**src/rtl/stopwatch_pkg.sv**
```systemverilog
// rtl/stopwatch_pkg.sv - shared state encoding and BCD constants for the stopwatch
package stopwatch_pkg;

    typedef enum logic [1:0] {
        ST_IDLE     = 2'd0,
        ST_RUN      = 2'd1,
        ST_STOP     = 2'd2,
        ST_OVERFLOW = 2'd3
    } state_t;

    localparam int BCD_W = 4;
    localparam logic [BCD_W-1:0] DIGIT_MAX    = 4'd9;
    localparam logic [BCD_W-1:0] SEC_TENS_MAX = 4'd5;

endpackage

```
**src/rtl/bcd_digit_counter.sv**
```systemverilog
// rtl/bcd_digit_counter.sv - one chainable BCD digit wrapping at LIMIT, with clear and saturate
module bcd_digit_counter
    import stopwatch_pkg::*;
#(
    parameter logic [BCD_W-1:0] LIMIT = DIGIT_MAX
) (
    input  logic             clk_i,
    input  logic             rst_i,
    input  logic             clr_i,
    input  logic             en_i,
    input  logic             sat_i,
    output logic [BCD_W-1:0] digit_o,
    output logic             carry_o
);

    logic [BCD_W-1:0] digit_q, digit_d;

    // Saturation beats the increment so the max-time tick cannot wrap.
    always_comb begin
        digit_d = digit_q;
        if (clr_i) begin
            digit_d = '0;
        end else if (sat_i) begin
            digit_d = LIMIT;
        end else if (en_i) begin
            digit_d = (digit_q == LIMIT) ? '0 : digit_q + 1'b1;
        end
    end

    always_ff @(posedge clk_i) begin
        if (rst_i) begin
            digit_q <= '0;
        end else begin
            digit_q <= digit_d;
        end
    end

    assign digit_o = digit_q;
    assign carry_o = en_i && (digit_q == LIMIT);

endmodule

```
**src/rtl/stopwatch_lap_controller.sv**
```systemverilog
// rtl/stopwatch_lap_controller.sv - BCD stopwatch with lap capture buffer and lap recall display mux
module stopwatch_lap_controller
    import stopwatch_pkg::*;
#(
    parameter int TICK_DIV   = 20,
    parameter int MIN_DIGITS = 2,
    parameter int LAP_DEPTH  = 4
) (
    input  logic                             clk_i,
    input  logic                             rst_i,
    input  logic                             toggle_i,
    input  logic                             lap_i,
    input  logic                             recall_i,
    output logic [3:0]                       dsec_o,
    output logic [3:0]                       sec0_o,
    output logic [3:0]                       sec1_o,
    output logic [4*MIN_DIGITS-1:0]          min_o,
    output logic [$clog2(LAP_DEPTH+1)-1:0]   lap_count_o,
    output logic [$clog2(LAP_DEPTH+1)-1:0]   lap_sel_o,
    output logic                             lap_full_o,
    output logic                             overflow_o
);

    localparam int ND   = 3 + MIN_DIGITS;
    localparam int DW   = BCD_W * ND;
    localparam int DIVW = $clog2(TICK_DIV);
    localparam int CW   = $clog2(LAP_DEPTH + 1);

    state_t            state_q, state_d;
    logic [DIVW-1:0]   div_q, div_d;
    logic [CW-1:0]     count_q, count_d;
    logic [CW-1:0]     sel_q, sel_d;
    logic [DW-1:0]     lap_q [LAP_DEPTH];
    logic [DW-1:0]     live, disp;
    logic [ND-1:0]     en, carry;
    logic              running, stopped, tick, max_carry, clr, lap_we, full;

    // FSM: state register
    always_ff @(posedge clk_i) begin
        if (rst_i) begin
            state_q <= ST_IDLE;
        end else begin
            state_q <= state_d;
        end
    end

    // FSM: next state; the max-time carry outranks a same-cycle toggle
    always_comb begin
        state_d = state_q;
        case (state_q)
            ST_IDLE:     if (toggle_i) state_d = ST_RUN;
            ST_RUN: begin
                if (max_carry)     state_d = ST_OVERFLOW;
                else if (toggle_i) state_d = ST_STOP;
            end
            ST_STOP:     if (toggle_i) state_d = ST_RUN;
            ST_OVERFLOW: if (toggle_i) state_d = ST_IDLE;
            default:     state_d = ST_IDLE;
        endcase
    end

    // FSM: outputs
    always_comb begin
        running    = (state_q == ST_RUN);
        stopped    = (state_q == ST_STOP) || (state_q == ST_OVERFLOW);
        overflow_o = (state_q == ST_OVERFLOW);
    end

    always_comb begin
        div_d = '0;
        if (running) begin
            div_d = tick ? '0 : div_q + 1'b1;
        end else if (state_q == ST_STOP) begin
            div_d = div_q;
        end
    end

    always_ff @(posedge clk_i) begin
        if (rst_i) begin
            div_q <= '0;
        end else begin
            div_q <= div_d;
        end
    end

    assign tick      = running && (div_q == DIVW'(TICK_DIV - 1));
    assign clr       = (state_q == ST_OVERFLOW) && toggle_i;
    assign en        = {carry[ND-2:0], tick};
    assign max_carry = carry[ND-1];

    for (genvar g = 0; g < ND; g++) begin : g_digit
        bcd_digit_counter #(
            .LIMIT((g == 2) ? SEC_TENS_MAX : DIGIT_MAX)
        ) u_digit (
            .clk_i   (clk_i),
            .rst_i   (rst_i),
            .clr_i   (clr),
            .en_i    (en[g]),
            .sat_i   (max_carry),
            .digit_o (live[g*BCD_W +: BCD_W]),
            .carry_o (carry[g])
        );
    end

    assign full   = (count_q == CW'(LAP_DEPTH));
    assign lap_we = running && lap_i && !full;

    always_comb begin
        count_d = count_q;
        if (clr) begin
            count_d = '0;
        end else if (lap_we) begin
            count_d = count_q + 1'b1;
        end
    end

    always_comb begin
        sel_d = sel_q;
        if (stopped && toggle_i) begin
            sel_d = '0;
        end else if (stopped && recall_i && (count_q != '0)) begin
            sel_d = (sel_q == count_q) ? '0 : sel_q + 1'b1;
        end
    end

    always_ff @(posedge clk_i) begin
        if (rst_i) begin
            count_q <= '0;
            sel_q   <= '0;
        end else begin
            count_q <= count_d;
            sel_q   <= sel_d;
        end
    end

    // Entries capture the registered digits, i.e. the value before a same-cycle tick.
    always_ff @(posedge clk_i) begin
        if (rst_i || clr) begin
            for (int k = 0; k < LAP_DEPTH; k++) lap_q[k] <= '0;
        end else if (lap_we) begin
            for (int k = 0; k < LAP_DEPTH; k++) begin
                if (count_q == CW'(k)) lap_q[k] <= live;
            end
        end
    end

    always_comb begin
        disp = live;
        for (int k = 0; k < LAP_DEPTH; k++) begin
            if (sel_q == CW'(k + 1)) disp = lap_q[k];
        end
    end

    assign dsec_o      = disp[3:0];
    assign sec0_o      = disp[7:4];
    assign sec1_o      = disp[11:8];
    assign min_o       = disp[DW-1:12];
    assign lap_count_o = count_q;
    assign lap_sel_o   = sel_q;
    assign lap_full_o  = full;

endmodule

```
**config.mk**
```make
export PLATFORM = sky130hd
export DESIGN_NAME = stopwatch_lap_controller
export DESIGN_NICKNAME = d
export VERILOG_FILES = /design/src/rtl/stopwatch_pkg.sv /design/src/rtl/bcd_digit_counter.sv /design/src/rtl/stopwatch_lap_controller.sv
export SDC_FILE = /design/constraint.sdc
export NUM_CORES = 1
export LEC_CHECK = 0
export CAP_MARGIN = 20
export CORE_MARGIN = 1.5
export CORE_UTILIZATION = 60
export CTS_CLUSTER_DIAMETER = 30
export DETAILED_ROUTE_END_ITERATION = 6
export PLACE_DENSITY = 0.79
export SYNTH_ARGS = -nofsm -noshare
export SYNTH_HDL_FRONTEND = slang
export SYNTH_HIERARCHICAL = 1
export SYNTH_SLANG_ARGS = --single-unit
```
**constraint.sdc**
```tcl
create_clock -name clk_i -period 7.5 [get_ports clk_i]
set_clock_uncertainty 0.1 [all_clocks]
set_input_delay 2.25 -clock clk_i [delete_from_list [all_inputs] [get_ports clk_i]]
set_output_delay 2.25 -clock clk_i [all_outputs]
set_load 0.005 [all_outputs]
```
[Word-level counts from Yosys, hierarchy flattened]
Memory sizes are Yosys's and may differ from the RTL's.
Cells that the tools add are included.
Word-level totals
  memories kept: 1
  word-level logic and storage cells: 127
  memory bits (writable): 80
  register bits: 33
Memory list
  lap_q: depth 4, bits a word 20, rd ports 4, clocked after Yosys merged registers in 0, write ports 4, line stopwatch_lap_controller.sv:33  | logic [DW-1:0] lap_q [LAP_DEPTH];
Cells by class
  muxes and demuxes: 50
  equality and inequality tests: 22
  reduce and logical (&&, ||, !) cells: 28
  add/subtract/negate cells: 8
  bitwise operators: 4
Operator list (number)
  $mux 20: 8
  $mux 4: 13
  $add 4x1->4 const B: 5
  $mux 1: 18
  $eq 4x4->1 const B: 4
  $mux 5: 3
  $eq 3x2->1 const B: 4
  $logic_and 1x1->1: 12
  $reduce_bool 2->1: 5
  $mux 3: 3
  $mux 2: 4
  $add 3x1->3 const B: 2
  $eq 3x1->1 const B: 2
  $eq 3x3->1 const B: 2
  $pmux 2 s3: 1
  $reduce_or 2->1: 3
  $add 5x1->5 const B: 1
  $eq 5x5->1 const B: 1
  $eq 2x2->1 const B: 2
  $eq 4x3->1 const B: 1
  $ne 2x2->1 const B: 2
  $or 1x1->1: 4
  $eq 3x3->1: 1
  $logic_not 3->1: 1
  other kinds (9): 10

[Longest topological paths before layout]
  depth in word-level cells: 9
  depth in mapped cells: 15
  gate-level depth less buffers: 15

[By module]
Netlist, hierarchy kept.
Modules (own cells, without submodules)
  stopwatch_lap_controller: instances 1, area each 4748.3 um^2, cells each 413, sequential area each 2662.6 um^2
  bcd_digit_counter at g_digit[0].u_digit ...: instances 4, area each 200.2 um^2, cells each 22, sequential area each 80.1 um^2
  bcd_digit_counter at g_digit[2].u_digit: instances 1, area each 192.7 um^2, cells each 21, sequential area each 80.1 um^2

[Worst setup path after synthesis]
No wires, ideal clock.
  path type: register -> register
  start: register div_q[0]
  end: register state_q[1]
  setup time: 0.058 ns
  setup slack: 2.298 ns
  buffers on the path: 0
  arrival: 5.044 ns
  stages on the path, launching flop included: 16
  data required time: 7.342 ns
  cell sequence: dfxtp_1 > ha_1 > nand4bb_1 > nor3b_1 > nand2_2 > nor3b_1 > nand2_2 > nor3b_1 > nand2_2 > nor4_1 > nand2_2 > nor3b_1 > nand2_2 > nor3b_1 > o21a_1 > o21a_1
Between the ends
  cells in the longest elaborated chain, start to end: 9
  elaborated cells on any way between the ends: 11
  classes of those cells: eq/ne: 2; mux: 2; reduce/logical: 7
RTL lines
  from (decl): line stopwatch_lap_controller.sv:30  | logic [DIVW-1:0] div_q, div_d;
  from (signal assigned): line stopwatch_lap_controller.sv:82  | div_q <= div_d;
  $eq 5x5->1 (*): line stopwatch_lap_controller.sv:86  | assign tick = running && (div_q == DIVW'(TICK_DIV - 1));
  $logic_and 1x1->1 (*): line stopwatch_lap_controller.sv:86
  named net tick: line stopwatch_lap_controller.sv:36  | logic running, stopped, tick, max_carry, clr, lap_we, full;
  $logic_and 1x1->1 (*): line bcd_digit_counter.sv:39  | assign carry_o = en_i && (digit_q == LIMIT);
  named net carry[0]: line stopwatch_lap_controller.sv:35  | logic [ND-1:0] en, carry;
  $logic_and 1x1->1 (*): line bcd_digit_counter.sv:39
  named net carry[1]: line stopwatch_lap_controller.sv:35
  $logic_and 1x1->1 (*): line bcd_digit_counter.sv:39
  named net carry[2]: line stopwatch_lap_controller.sv:35
  $logic_and 1x1->1 (*): line bcd_digit_counter.sv:39
  named net carry[3]: line stopwatch_lap_controller.sv:35
  $logic_and 1x1->1 (*): line bcd_digit_counter.sv:39
  named net carry[4]: line stopwatch_lap_controller.sv:35
  $ne 3x2->1 (no line) / $mux 2 (equally long branches)
  $reduce_and 3->1 (no line) / $pmux 2 s3 (equally long branches)
  to (signal assigned): line stopwatch_lap_controller.sv:43  | state_q <= state_d;
  to (decl): line stopwatch_lap_controller.sv:29  | state_t state_q, state_d;
Mark *: on every way through the listed nets, which the timed path passes. The rest lies on a longest branch.
A chain may end at the register's enable or synchronous reset.

[Final worst setup path]
  start: register sel_q[1], in the netlist lap_sel_o[1]
  end: output port sec1_o[1]
Between the ends
  cells in the longest elaborated chain, start to end: 5
  elaborated cells on any way between the ends: 8
  classes of those cells: eq/ne: 4; mux: 4
RTL lines
  from (decl): line stopwatch_lap_controller.sv:32  | logic [CW-1:0] sel_q, sel_d;
  from (signal assigned): line stopwatch_lap_controller.sv:132  | sel_q <= sel_d;
  $eq 3x1->1: line stopwatch_lap_controller.sv:150  | if (sel_q == CW'(k + 1)) disp = lap_q[k];
  $mux 20 (3 in series): line stopwatch_lap_controller.sv:150
  $mux 20 (*): line stopwatch_lap_controller.sv:150
  to (decl): line stopwatch_lap_controller.sv:16  | output logic [3:0] sec1_o,
Mark *: on every way between the ends. The rest lies on a longest branch, timed or not.

==> reports/metrics.yaml <==
routing:
  wl_met2_um: 6606
  wl_met3_um: 912
  dr.first_iter.drc_count: 293
  vias_per_cell: 6.197
  route.detailed.drc: 0
  met1Wirelength_um: 5759
  top_layer: "met4"
  wl_per_cell_um: 19.54
  final_antenna_net_count: 0
  drt-total-wl_um: 13580
  num_vias: 4307
  dr.pass1.iters: 5
finish:
  num_antenna_cells: 0
  fill_cells: 624
  multi_input_area_um2: 2506
  area_growth_pct: 17.52
  final_cell_mix: "nor2_1 (81), edfxtp_1 (80), nand2_1 (55), a221oi_2 (39), dfxtp_1 (33)"
  layout.nets: 569
  final_common_cell: "nor2_1"
  drive_gt1_share_pct: 18.02
  ff_latch_area_um2: 3063
placed_design:
  portBuffers: 32
  gp_congestion: 0.7820
  dp_hpwl_um: 8185
timing:
  fin_crit_ns: 5.988
  hold_viol: 0
  rsz0062_at_grt: "false"
  fin_setup_tns_ns: 0
  fmax_mhz: 167.0
  setup_viol: 0
  worst_slew_pin_slew_ns: 1.112
  post-route-period-util_pct: 79.84
  drv_slew: 0
  slew_headroom_pct: 25.87
min_path:
  hold_path.startpoint: "div_q[0]"
  holdPathStages: 2
  hold_path_class: "flip-flop to flip-flop"
logic_synthesis:
  synth_edf_count: 80
  syn_inst: 522
  yosys_warnings: 6
  synth_flop_cell: "edfxtp_1"
  syn_nets: 538
  synth.largest_area_cell: "edfxtp_1"
  synth_area_um2: 5742
  ys_seq_area_share_pct: 53.34
  ys_seq_elements: 113
  synthTopCellsByArea: "edfxtp_1 (42%), dfxtp_1 (12%), a221oi_2 (10%)"
  synth-async-reset-ratio_pct: 0
  synthDominantCellAreaShare_pct: 41.84
  synth.avg_cell_area_um2: 11.00
  yosysUniqueCellTypes: 51
floorplan:
  io_pins: 33
  core_area_um2: 9240
  fp.dieW_um: 100.8
  start_util_pct: 62.14
  die_area_um2: 10170
  die_h_um: 100.8
  rows: 35
power_and_ir_drop:
  power_mw: 1.506
  p_per_area_nw_per_um2: 223.2
  vdd_drop_max_v: 0.0001532
  cellLeakagePower_nw: 2.311
grt:
  track_usage_pct: 28.23
  grt_pass1_wl_um: 21440
  antenna_found_initial: 0
  grt_max_degree: 41
  grt_overflow: 0
  grt_pass1_vias: 4269
critical_path:
  cp_data_required_time_ns: 5.15
  path_max_fanout: 21
  cp_slowest_stage_delay_ns: 0.90
  reg2reg_depth: 16
  path_buf_inv: 1
  crit_path_start_kind: "flip-flop"
  crit_chain: "ha_1, ha_1, a21o_1, a221oi_2, a221oi_2, clkdlybuf4s50_1"
  crit_start: "lap_sel_o[1]"
  worst-path-stages: 6
  cp-end-kind: "primary output"
  cp_top_family: "compound AO/OA/AOI/OAI gates"
  rr_startpoint: "div_q[0]"
  cp.arrival_ns: 3.64
  crit_type: "flip-flop to primary output"
  crit_slowest_cell: "a21o_1"
clock_tree:
  htreeDepth: 4
  insertion_delay_ns: 0.51
  cts.clk_slew.worst_paths_ns: 0.05
  clockBufferDepth: 2
  cts_resized: 0
  postCtsHoldBufs: 0
  cts-buffers-inserted: 17
  cts_root_buf: "clkbuf_8"
  clock-sinks: 113
  postCtsSetupBuffers: 0
  cts_tree: "done"
run:
  drv_cap: 0
outcome:
  outcome: "complete, no violations"
[metal layers]
layer  vias to the layer above  track usage (%)
li1                       1981                -
met2                       174            46.26
met5                         -                0
met4                         0            11.81
met1                      2123            36.81
met3                        29            5.617
[through the flow]
step / util (%) / setup slack [ns] / hold slack (ns) / area, um^2 / cells
after floorplan: - / 2.298 / 0.3572 / 5742 / 522
after global placement: 66.58 / 2.199 / 0.3662 / 6152 / 662
after detailed placement: 66.58 / 2.054 / 0.3861 / 6152 / 662
after CTS: 72.86 / 1.516 / 0.3913 / 6733 / 694
after global routing: 73.03 / 1.367 / 0.4252 / 6748 / 695
final: 73.03 / 1.512 / 0.3918 / 6748 / 695
[cell families after synthesis]
family                   share of synthesized area, %
adder cells (fa/ha/maj)                         2.397
buffers and inverters                           3.334
AO/OA/AOI/OAI                                   17.32
XOR/XNOR                                        1.373
flip-flops                                      53.34
AND/OR/NAND/NOR                                 22.23
[state kept, by name (all words and copies together), names as in the netlist]
register	count
g_digit.u_digit/digit_o	20
state_q	2
div_q	5
lap_count_o	3
lap_q	80
lap_sel_o	3
[cell usage after synthesis, drive strengths merged, types with 2 or more instances]
library cell,number
nor4,6
nand3,6
nand4,4
dfxtp,33
o21a,2
a211oi,2
or2,7
a221oi,40
a2111oi,5
o21ai,14
inv,15
or3,5
nor2b,32
a31oi,2
o21bai,2
nor3b,7
clkbuf,5
a311oi,4
nand2,61
edfxtp,80
and2,22
and2b,2
o32ai,3
nor3,6
nand3b,2
buf,22
and3,2
xor2,8
and4b,4
nand2b,3
a21oi,12
nor2,81
ha,11
[worst register-to-register path, cell delays in order (launching register included)]
cell	delay (ns)
dfxtp_1	0.37
ha_1	0.25
nand4bb_1	0.20
nor3b_1	0.55
nand2_2	0.16
nor3b_1	0.46
nand2_2	0.15
nor3b_1	0.55
nand2_2	0.16
nor4_1	0.55
nand2_2	0.16
nor3b_1	0.43
nand2_2	0.16
nor3b_2	0.69
buf_4	0.33
inv_1	0.07
a311oi_1	0.19
[power breakdown]
part           internal (mW)  switching (mW)  total [mW]
combinational         0.0106          0.0304      0.0410
clock                  0.487           0.278       0.766
sequential             0.689          0.0104       0.699
total                   1.19           0.319        1.51
[area by class of cell]
| type | instances | area share (%) |
|---|---|---|
| clock buffer | 21 | 7.139 |
| clock inverter | 11 | 1.465 |
| inverter | 15 | 0.8344 |
| multi-input combinational | 367 | 37.14 |
| sequential | 113 | 45.39 |
| tap | 129 | 2.392 |
| timing repair buffer | 39 | 5.637 |
[path summary, 6_finish.rpt]
| check | endpoint | slack [ns] |
|---|---|---|
| max | sec1_o[1] | 1.51 |
| min | div_q[0] | 0.39 |
| max reg2reg | g_digit[1].u_digit/digit_o[3] | 1.86 |
| min reg2reg | div_q[0] | 0.39 |
Note: power is estimated with default switching activity, not from simulation.
